### src/rtl/cache_victim_sel_pkg.sv
// Shared definitions for the victim selector: policy encodings, FSM state
// type, LFSR seed/step and the per-set state width helper.
package cache_victim_sel_pkg;

    // Replacement policy encodings (value of the POLICY parameter)
    localparam int POL_FIFO = 0;
    localparam int POL_PLRU = 1;
    localparam int POL_LFSR = 2;

    localparam logic [15:0] LFSR_SEED = 16'hACE1;

    typedef enum logic {
        ST_INIT = 1'b0,
        ST_RUN  = 1'b1
    } state_e;

    // One entry must hold either a FIFO pointer or a PLRU tree.
    function automatic int set_state_w(input int way);
        int wayw;
        wayw = $clog2(way);
        return (way - 1 > wayw) ? way - 1 : wayw;
    endfunction

    // Fibonacci LFSR, x^16+x^14+x^13+x^11+1, shifting toward the MSB.
    function automatic logic [15:0] lfsr_next(input logic [15:0] s);
        return {s[14:0], s[15] ^ s[13] ^ s[12] ^ s[10]};
    endfunction

endpackage

### src/rtl/cache_victim_sel_if.sv
// Victim selector bus: request/response, hit (touch) and allocate (fill)
// notifications, flush and init status.
//   master: cache controller side (drives request/touch/fill/flush)
//   slave : cache_victim_sel
interface cache_victim_sel_if #(
    parameter int WAY  = 4,
    parameter int SETS = 256
);
    localparam int WAYW = $clog2(WAY);
    localparam int IDXW = $clog2(SETS);

    logic            flush;
    logic            req_valid;
    logic            req_ready;
    logic [IDXW-1:0] req_idx;
    logic [WAY-1:0]  valid_in;
    logic            resp_valid;
    logic [WAYW-1:0] resp_way;
    logic            resp_invalid;
    logic            touch_valid;
    logic [IDXW-1:0] touch_idx;
    logic [WAYW-1:0] touch_way;
    logic            fill_valid;
    logic [IDXW-1:0] fill_idx;
    logic [WAYW-1:0] fill_way;
    logic            init_busy;

    modport master (
        output flush, req_valid, req_idx, valid_in,
               touch_valid, touch_idx, touch_way,
               fill_valid, fill_idx, fill_way,
        input  req_ready, resp_valid, resp_way, resp_invalid, init_busy
    );

    modport slave (
        input  flush, req_valid, req_idx, valid_in,
               touch_valid, touch_idx, touch_way,
               fill_valid, fill_idx, fill_way,
        output req_ready, resp_valid, resp_way, resp_invalid, init_busy
    );
endinterface

### src/rtl/cache_plru_update.sv
// Tree-PLRU path update and victim decode for one set (combinational).
// Tree is heap-ordered: node n has children 2n+1 (lower half) and 2n+2
// (upper half); a node bit of 1 steers the victim to the upper half.
//   tree_in            : current tree bits
//   touch_en/touch_way : hit, applied first
//   fill_en/fill_way   : allocation, applied on top of the touch
//   tree_out           : updated tree
//   victim             : way selected by tree_out
module cache_plru_update #(
    parameter  int WAY  = 4,
    localparam int WAYW = $clog2(WAY)
) (
    input  logic [WAY-2:0]  tree_in,
    input  logic            touch_en,
    input  logic [WAYW-1:0] touch_way,
    input  logic            fill_en,
    input  logic [WAYW-1:0] fill_way,
    output logic [WAY-2:0]  tree_out,
    output logic [WAYW-1:0] victim
);
    logic [WAY-2:0]             tree_t;
    logic [WAY-1:0][WAYW-1:0]   hit;
    logic [WAY-1:0]             is_vic;

    // Node at (level lv, position ps) lies on way w's path when the top lv
    // bits of w equal ps; it is set to point away from w's next bit.
    for (genvar lv = 0; lv < WAYW; lv++) begin : g_lvl
        for (genvar ps = 0; ps < (1 << lv); ps++) begin : g_pos
            localparam int N = (1 << lv) - 1 + ps;
            assign tree_t[N]   = (touch_en && ((touch_way >> (WAYW - lv)) == WAYW'(ps)))
                               ? ~touch_way[WAYW-1-lv] : tree_in[N];
            assign tree_out[N] = (fill_en && ((fill_way >> (WAYW - lv)) == WAYW'(ps)))
                               ? ~fill_way[WAYW-1-lv] : tree_t[N];
        end
    end

    // A way is the victim when every node on its path steers toward it.
    for (genvar w = 0; w < WAY; w++) begin : g_way
        for (genvar lv = 0; lv < WAYW; lv++) begin : g_lvl
            localparam int   N = (1 << lv) - 1 + (w >> (WAYW - lv));
            localparam logic B = 1'((w >> (WAYW - 1 - lv)) & 1);
            assign hit[w][lv] = (tree_out[N] == B);
        end
        assign is_vic[w] = &hit[w];
    end

    always_comb begin
        victim = '0;
        for (int w = 0; w < WAY; w++)
            if (is_vic[w]) victim = WAYW'(w);
    end

endmodule

### src/rtl/cache_victim_sel.sv
// Cache replacement victim selector (FIFO / tree-PLRU / LFSR-random).
// After reset or flush the per-set state is swept to zero one set per cycle
// (INIT); requests are accepted only in RUN. The response is registered and
// appears the cycle after acceptance. Invalid ways always win over policy.
//   clk, reset : clock, synchronous active-high reset
//   bus        : cache_victim_sel_if slave (request/response, touch, fill,
//                flush, init_busy)
module cache_victim_sel
    import cache_victim_sel_pkg::*;
#(
    parameter int WAY    = 4,
    parameter int SETS   = 256,
    parameter int POLICY = POL_FIFO
) (
    input  logic               clk,
    input  logic               reset,
    cache_victim_sel_if.slave  bus
);
    localparam int WAYW = $clog2(WAY);
    localparam int IDXW = $clog2(SETS);
    localparam int SW   = set_state_w(WAY);

    typedef struct packed {
        logic            vld;
        logic            inv;
        logic [WAYW-1:0] way;
    } resp_t;

    state_e          state_q, state_d;
    logic [IDXW-1:0] cnt_q, cnt_d;
    logic            run;

    logic [SETS-1:0][SW-1:0]   st_q, st_nxt;
    logic [SETS-1:0][WAYW-1:0] set_vic;
    logic                      touch_en, fill_en;

    logic [15:0]     lfsr_q;
    logic            accept, all_v;
    logic [WAYW-1:0] inv_way, pol_way;
    resp_t           resp_q;

    assign run = (state_q == ST_RUN);

    // ---------------- sweep FSM ----------------
    always_ff @(posedge clk) begin
        if (reset) begin
            state_q <= ST_INIT;
            cnt_q   <= '0;
        end else begin
            state_q <= state_d;
            cnt_q   <= cnt_d;
        end
    end

    always_comb begin
        state_d = state_q;
        cnt_d   = cnt_q;
        case (state_q)
            ST_INIT: begin
                cnt_d = cnt_q + 1'b1;   // wraps to 0 on the last set
                if (cnt_q == IDXW'(SETS - 1)) state_d = ST_RUN;
            end
            ST_RUN: begin
                if (bus.flush) begin
                    state_d = ST_INIT;
                    cnt_d   = '0;
                end
            end
            default: state_d = ST_INIT;
        endcase
    end

    // ---------------- per-set policy state ----------------
    assign touch_en = bus.touch_valid & run;
    assign fill_en  = bus.fill_valid  & run;

    // Every set computes its own next state and victim; the requested set's
    // victim is then muxed out, which gives same-cycle forwarding for free.
    for (genvar s = 0; s < SETS; s++) begin : g_set
        logic            hit_t, hit_f;
        logic [WAY-2:0]  tree_nxt;
        logic [WAYW-1:0] tree_vic, ptr_nxt;

        assign hit_t = touch_en && (bus.touch_idx == IDXW'(s));
        assign hit_f = fill_en  && (bus.fill_idx  == IDXW'(s));

        cache_plru_update #(.WAY(WAY)) u_plru (
            .tree_in   (st_q[s][WAY-2:0]),
            .touch_en  (hit_t),
            .touch_way (bus.touch_way),
            .fill_en   (hit_f),
            .fill_way  (bus.fill_way),
            .tree_out  (tree_nxt),
            .victim    (tree_vic)
        );

        assign ptr_nxt = st_q[s][WAYW-1:0] + WAYW'(hit_f);

        assign st_nxt[s]  = (POLICY == POL_PLRU) ? SW'(tree_nxt) :
                            (POLICY == POL_FIFO) ? SW'(ptr_nxt)  : st_q[s];
        assign set_vic[s] = (POLICY == POL_PLRU) ? tree_vic : ptr_nxt;
    end

    // No reset on the array: the sweep that follows reset clears it.
    always_ff @(posedge clk) begin
        if (!run) st_q[cnt_q] <= '0;
        else      st_q        <= st_nxt;
    end

    // ---------------- LFSR ----------------
    always_ff @(posedge clk) begin
        if (reset) lfsr_q <= LFSR_SEED;
        else       lfsr_q <= lfsr_next(lfsr_q);
    end

    // ---------------- victim select / response ----------------
    assign accept = bus.req_valid & run;
    assign all_v  = &bus.valid_in;

    always_comb begin
        inv_way = '0;
        for (int i = WAY - 1; i >= 0; i--)
            if (!bus.valid_in[i]) inv_way = WAYW'(i);
    end

    always_comb begin
        if (POLICY == POL_LFSR) pol_way = lfsr_q[WAYW-1:0];
        else                    pol_way = set_vic[bus.req_idx];
    end

    always_ff @(posedge clk) begin
        if (reset) begin
            resp_q <= '0;
        end else begin
            resp_q.vld <= accept;
            if (accept) begin
                resp_q.inv <= ~all_v;
                resp_q.way <= all_v ? pol_way : inv_way;
            end
        end
    end

    assign bus.req_ready    = run;
    assign bus.init_busy    = ~run;
    assign bus.resp_valid   = resp_q.vld;
    assign bus.resp_way     = resp_q.way;
    assign bus.resp_invalid = resp_q.inv;

endmodule

### src/flat_wrapper.sv
// flat-port wrapper written by rule: the top's interface ports become plain ports
module cache_victim_sel_flat import cache_victim_sel_pkg::*;
#(
    parameter int WAY    = 4,
    parameter int SETS   = 256,
    parameter int POLICY = POL_FIFO
)
  (clk, reset, bus_flush, bus_req_valid, bus_req_idx, bus_valid_in, bus_touch_valid, bus_touch_idx, bus_touch_way, bus_fill_valid, bus_fill_idx, bus_fill_way, bus_req_ready, bus_resp_valid, bus_resp_way, bus_resp_invalid, bus_init_busy);
  cache_victim_sel_if #(.WAY(WAY), .SETS(SETS)) bus_i ();
  input  logic clk;
  input  logic reset;
  input wire logic [$bits(bus_i.flush)-1:0] bus_flush;
  input wire logic [$bits(bus_i.req_valid)-1:0] bus_req_valid;
  input wire logic [$bits(bus_i.req_idx)-1:0] bus_req_idx;
  input wire logic [$bits(bus_i.valid_in)-1:0] bus_valid_in;
  input wire logic [$bits(bus_i.touch_valid)-1:0] bus_touch_valid;
  input wire logic [$bits(bus_i.touch_idx)-1:0] bus_touch_idx;
  input wire logic [$bits(bus_i.touch_way)-1:0] bus_touch_way;
  input wire logic [$bits(bus_i.fill_valid)-1:0] bus_fill_valid;
  input wire logic [$bits(bus_i.fill_idx)-1:0] bus_fill_idx;
  input wire logic [$bits(bus_i.fill_way)-1:0] bus_fill_way;
  output wire logic [$bits(bus_i.req_ready)-1:0] bus_req_ready;
  output wire logic [$bits(bus_i.resp_valid)-1:0] bus_resp_valid;
  output wire logic [$bits(bus_i.resp_way)-1:0] bus_resp_way;
  output wire logic [$bits(bus_i.resp_invalid)-1:0] bus_resp_invalid;
  output wire logic [$bits(bus_i.init_busy)-1:0] bus_init_busy;
  assign bus_i.flush = bus_flush;
  assign bus_i.req_valid = bus_req_valid;
  assign bus_i.req_idx = bus_req_idx;
  assign bus_i.valid_in = bus_valid_in;
  assign bus_i.touch_valid = bus_touch_valid;
  assign bus_i.touch_idx = bus_touch_idx;
  assign bus_i.touch_way = bus_touch_way;
  assign bus_i.fill_valid = bus_fill_valid;
  assign bus_i.fill_idx = bus_fill_idx;
  assign bus_i.fill_way = bus_fill_way;
  assign bus_req_ready = bus_i.req_ready;
  assign bus_resp_valid = bus_i.resp_valid;
  assign bus_resp_way = bus_i.resp_way;
  assign bus_resp_invalid = bus_i.resp_invalid;
  assign bus_init_busy = bus_i.init_busy;
  cache_victim_sel #(.WAY(WAY), .SETS(SETS), .POLICY(POLICY)) u_core (.clk(clk), .reset(reset), .bus(bus_i));
endmodule
### config.mk
export PLATFORM = sky130hd
export DESIGN_NAME = cache_victim_sel_flat
export DESIGN_NICKNAME = d
export VERILOG_FILES = /design/src/rtl/cache_victim_sel_pkg.sv /design/src/rtl/cache_victim_sel_if.sv /design/src/rtl/cache_plru_update.sv /design/src/rtl/cache_victim_sel.sv /design/src/flat_wrapper.sv
export SDC_FILE = /design/constraint.sdc
export NUM_CORES = 2
export LEC_CHECK = 0
export ABC_CLOCK_PERIOD_IN_PS = 9060
export BUFFER_PORTS_ARGS = -buffer_cell sky130_fd_sc_hd__buf_4
export CORE_ASPECT_RATIO = 1.25
export CORE_MARGIN = 2
export CORE_UTILIZATION = 65
export CTS_CLUSTER_SIZE = 20
export DETAILED_ROUTE_END_ITERATION = 7
export GPL_TIMING_DRIVEN = 0
export PLACE_DENSITY = 0.84
export REMOVE_ABC_BUFFERS = 1
export SLEW_MARGIN = 30
export SYNTH_ARGS = -nofsm -noshare
export SYNTH_HDL_FRONTEND = slang
export SYNTH_SLANG_ARGS = --single-unit
### constraint.sdc
create_clock -name clk -period 9.06 [get_ports clk]
set_clock_uncertainty 0.2 [all_clocks]
set_input_delay 0.453 -clock clk [delete_from_list [all_inputs] [get_ports clk]]
set_output_delay 0.453 -clock clk [all_outputs]
set_load 0.005 [all_outputs]
-- Yosys cells after proc, flatten, opt, wreduce, memory -nomap -nowiden
Index checks and enable logic that the tools add are counted.
- register bits after elaboration: 781
- word-level logic and storage cells: 1314
- reduce and logical (&&, ||, !) cells: 259
- order comparisons: 3
- bitwise operators: 6
- muxes and demuxes: 15
- $add $sub $neg: 257
- equality and inequality tests: 257
- operator list (operator ; number):
    $eq 8x8->1 const B ; 129
    $and 768x768->768 ; 1
    $not 768->768 ; 1
    $mux 767 ; 1
    $add 2x1->2 ; 256
    $eq 8x7->1 const B ; 64
    $logic_and 1x1->1 ; 257
    $eq 8x6->1 const B ; 32
    $eq 8x5->1 const B ; 16
    $eq 8x4->1 const B ; 8
    $eq 8x3->1 const B ; 4
    $demux 3 s8 ; 1
    $lt 8x9->1 const B ; 2
    $bmux 2 s8 ; 1
    $eq 8x2->1 const B ; 2
    $pmux 8 s2 ; 1
    $mux 2 ; 6
    $add 8x1->8 const B ; 1
    $eq 8x1->1 const B ; 1
    $ge 8x1->1 const B ; 1
    $logic_not 8->1 ; 1
    $mux 8 ; 1
    $reduce_and 4->1 ; 1
    $mux 3 ; 1
    other kinds (5) ; 8

-- Depth between registers and ports, before layout
- word-level depth: 7
- gate-level depth with buffers: 14

-- Worst setup path before layout
OpenSTA, ideal clock, no wires.
- path type: input to register
- from: input port bus_fill_idx[2]
- to: register u_core.resp_q (netlist bit u_core.bus.resp_way[0])
- arrival: 3.380 ns
- library setup time: 0.122 ns
- buffers on the path: 3
- stages: 14
- path slack: 5.359 ns
- cell sequence: clkbuf_1 -> nor2b_1 -> clkbuf_1 -> nand4_1 -> clkbuf_1 -> nor2_1 -> ha_1 -> mux4_2 -> mux4_2 -> nor3_1 -> a41oi_1 -> o21ai_1 -> a21oi_1 -> a221o_1
- cells in the longest elaborated chain, start to end: 6
- elaborated cells on any way between the ends: 771
- classes of those cells: 256 x add/sub; 255 x eq/ne; 3 x mux; 257 x reduce/logical
- RTL lines (what ; line ; text):
    from (decl) ; flat_wrapper.sv:20 ; input wire logic [$bits(bus_i.fill_idx)-1:0] bus_fill_idx;
    $eq 8x1->1, or another cell as far along ; cache_victim_sel.sv:85 ; assign hit_f = fill_en && (bus.fill_idx == IDXW'(s));
    $logic_and 1x1->1 ; cache_victim_sel.sv:85 ;
    $add 2x1->2 ; cache_victim_sel.sv:97 ; assign ptr_nxt = st_q[s][WAYW-1:0] + WAYW'(hit_f);
    $bmux 2 s8 * ; cache_victim_sel.sv:128 ; else pol_way = set_vic[bus.req_idx];
    $mux 2 (not written as such) * ; cache_victim_sel.sv:128 ;
    $mux 2 * ; cache_victim_sel.sv:138 ; resp_q.way <= all_v ? pol_way : inv_way;
    to (decl) ; cache_victim_sel.sv:40 ; resp_t resp_q;
Every way passes the cells marked *; elsewhere a longest branch is shown, timed or not. The select of a mux whose other input is x is not followed.
A chain may end at the register's enable or synchronous reset.

-- Worst setup path in the final report
- from: register u_core.state_q (netlist: u_core.bus.req_ready)
- to: register u_core.resp_q (netlist bit u_core.bus.resp_way[1])
- cells in the longest elaborated chain, start to end: 6
- elaborated cells on any way between the ends: 517
- classes of those cells: 256 x add/sub; 3 x mux; 2 x bitwise; 256 x reduce/logical
- RTL lines (what ; line ; text):
    from (decl) ; cache_victim_sel.sv:29 ; state_e state_q, state_d;
    from (signal assigned) ; cache_victim_sel.sv:50 ; state_q <= state_d;
    $and 1x1->1 ; cache_victim_sel.sv:75 ; assign fill_en = bus.fill_valid & run;
    $logic_and 1x1->1 ; cache_victim_sel.sv:85 ;
    $add 2x1->2 ; cache_victim_sel.sv:97 ;
    $bmux 2 s8 ; cache_victim_sel.sv:128 ;
    $mux 2 (not written as such) ; cache_victim_sel.sv:128 ;
    $mux 2 ; cache_victim_sel.sv:138 ;
Several ways; a longest one is shown, not always the timed one. The select of a mux whose other input is x is not followed.

==> summary.txt <==
Yosys
  – Register area share after synthesis: 34.7%
  – Top cell type's share of synthesized area: a little over a third
  – Post-synthesis cell type count: 65
  – EDFF count, synth: 0
  – Main flop type after synthesis: dfxtp_1
  – Synthesis-stage register bit count: 525
  – Synth area leaders: dfxtp_1, nand2_1, ha_1, o21ai_0, xor2_1
  – Synthesized instance count: roughly 3900
  – Async set-reset flop share out of synthesis: 0%
  – Mean Syn Cell Area: between 7 and 8 sq um
  – Yosys warns: 0
  – Synthesized area: just over 30000 sq um
  – Most common cell in the netlist: nand2_1
  – Top cells by count, synth: nand2_1, dfxtp_1, o21ai_0
  – Post-synth top area cell: dfxtp_1

Setup path
  – Crit Path Class: reg -> reg
  – CP startpoint kind: flop
  – CP required: 9320 ps
  – Worst setup EP type: flop
  – CP Data Arrival Time: 5760 ps
  – CP Max Fanout: 56

Die
  – Boundary pin count: 44
  – Row count: 88
  – Area of the die: 48300 sq um
  – Core Area: approximately 46000 sq um
  – Die Wd: between 150 and 200 microns
  – Chip height: between 200 and 250 microns
  – Initial core utilization: 65.8%

Route
  – TritonRoute pass-1 iters: 8
  – DR WL/cell: between 20 and 25 microns
  – DRT antenna net count: 0
  – Via density: 6.46
  – Drc violations: 21
  – Vias: 28400
  – Final WL: approximately 100 mm
  – Initial detailed-routing violation count: 4140

GRT
  – Vias in the first global route: ~26000
  – First-pass GRT wire length: 150 mm
  – Largest net degree at the start of global routing: 85
  – Total gr overflow: 0
  – Initial antenna violation count: 3
  – All-Layer GR Usage: 40.9%

Clocking
  – Worst-Skew Late Latency: 630 ps
  – CTS clock-pin slew for the worst setup and hold paths: 70 ps
  – H-Tree Depth: 2
  – CTS Root Cell: clkbuf_16
  – TritonCTS Buffers: 52
  – CTS tree: yes
  – Clk buf depth: 3
  – Sink Count: 525
  – PostCTS Resize Cnt: 0

Pwr
  – Leak pwr: 14.1 nW
  – VDD IR max: 0.153 mV
  – PwrDens: 175 nW/um^2

Placed design
  – Final HPWL DP: 64.1 mm
  – Routability cong.: 0.956
  – Port Buffers: 30

Cells and area
  – Final Util: a little under three quarters
  – Final net count: 4062
  – Ratio of cells with drive above 1 in the final layout: 8.44%
  – Area grow syn2layout: 8.71%

Outcome
  – Status: finished with violations
  – Failing checks: DRC

STA
  – Period minus WS final: between 5000 and 6000 ps
  – Slew Limit Fails: 0
  – Hold_ws: 131 ps
  – Final Setup Violations: 0
  – Fmax: roughly 0.18 GHz
  – Max-slew headroom: 27.8%
  – Measured slew at the worst slew-check pin: 1070 ps
  – Period utilization: 60.7%
  – RSZ-0062 raised after global routing: false
  – Final Hold Viols: 0

Worst hold path
  – Hold Path Class: in -> reg

Job
  – Max-Cap Viols: 0
[layout by cell type (no fill, tap or decap), types with 6 or more instances in the layout]
cell type	count
buf_16	13
clkinv_2	14
dfxtp_1	524
clkbuf_1	10
buf_12	10
o21ai_1	17
clkbuf_8	12
nor2_1	301
ha_1	260
nand3_1	32
nor4_1	6
buf_4	35
nand4_1	17
buf_6	15
inv_1	8
and2_2	13
mux4_2	93
nor3_2	6
o21ai_0	502
nor3_1	16
nand2b_1	8
a21oi_1	19
a31o_2	7
xor2_1	251
mux2i_1	16
nand3_2	9
nor2b_1	17
o211ai_1	9
nand2_1	1326
o22ai_1	13
a22o_1	9
clkbuf_16	53
a22oi_1	37
nor2_2	9
[per-stage QoR]
stage	total power [mW]	TNS, ps	instances	worst slack, ps	instance area [sq um]
2_1_floorplan	3.23	-4709110	3627	-13230	29200
3_3_place_gp	3.47	-8677520	4242	-24410	30200
3_5_place_dp	3.51	0	4290	3410	31100
4_1_cts	5.72	0	4390	3390	32900
5_1_grt	5.94	0	4390	3530	32900
6_report	5.77	0	4391	3560	32900
[kinds of logic after synthesis]
kind of cell | synth area share (%)
compound gates | 12.3
xor+xnor | 7.41
fa+ha+maj | 10.7
buf+inv | 3.68
flops | 34.7
mux | 7.82
simple gates | 23.4
[sequential cells by signal, indices dropped and copies added (netlist names)]
signal	flops
u_core.bus.resp_valid	1
u_core.bus.resp_way	2
u_core.st_q	512
u_core.cnt_q	8
u_core.bus.req_ready	1
u_core.bus.resp_invalid	1
[final timing paths]
check                       start                endpoint  slack, ps  cells past startpoint
max          u_core.bus.req_ready  u_core.bus.resp_way[1]       3560                     12
min               bus_valid_in[1]  u_core.bus.resp_way[1]        130                      4
max reg2reg  u_core.bus.req_ready  u_core.bus.resp_way[1]       3560                     12
min reg2reg      u_core.st_q[357]        u_core.st_q[357]        250                      2
[cell type report]
type,count,area (sq um)
Inverter,14,55.1
Clock buffer,74,1520
Sequential cell,525,10500
Antenna cell,1,2.50
Timing Repair Buffer,83,1080
Clock inverter,21,215
Tap cell,585,732
Multi-Input combinational cell,3088,18800
Fill cell,3467,13100
[metal layers]
layer  global-route usage, %  vias to the layer above  part of all wire [%]
li1                        -                    12900                     -
met1                    50.6                    13000                    35
met2                    59.8                     1909                    41
met3                    12.4                      590                    14
met4                    31.2                        7                   9.2
met5                       0                        -                 0.069
[what timing repair did]
item | CTS | global route
hold endpoints to repair | 10 | 0
buffers inserted | 0 | 0
hold buffers | 5 | 0
[report_power, final]
part           switching [mW]  total [mW]  internal (mW)
clock                   0.985        2.26           1.28
sequential              0.155        2.71           2.55
combinational           0.471       0.804          0.333
total                    1.61        5.77           4.16
[worst max-delay path: stages (launching register included)]
cell     delay [ps]
dfxtp_4         540
buf_12          290
and2_2          570
nand3_1         650
nor2_1          300
ha_1            220
xor2_1           90
mux4_2          500
nor2b_1         150
nor4_1          870
o32ai_1         260
nor4_1          450
a31oi_1         200
(Power assumes the default switching activity.)
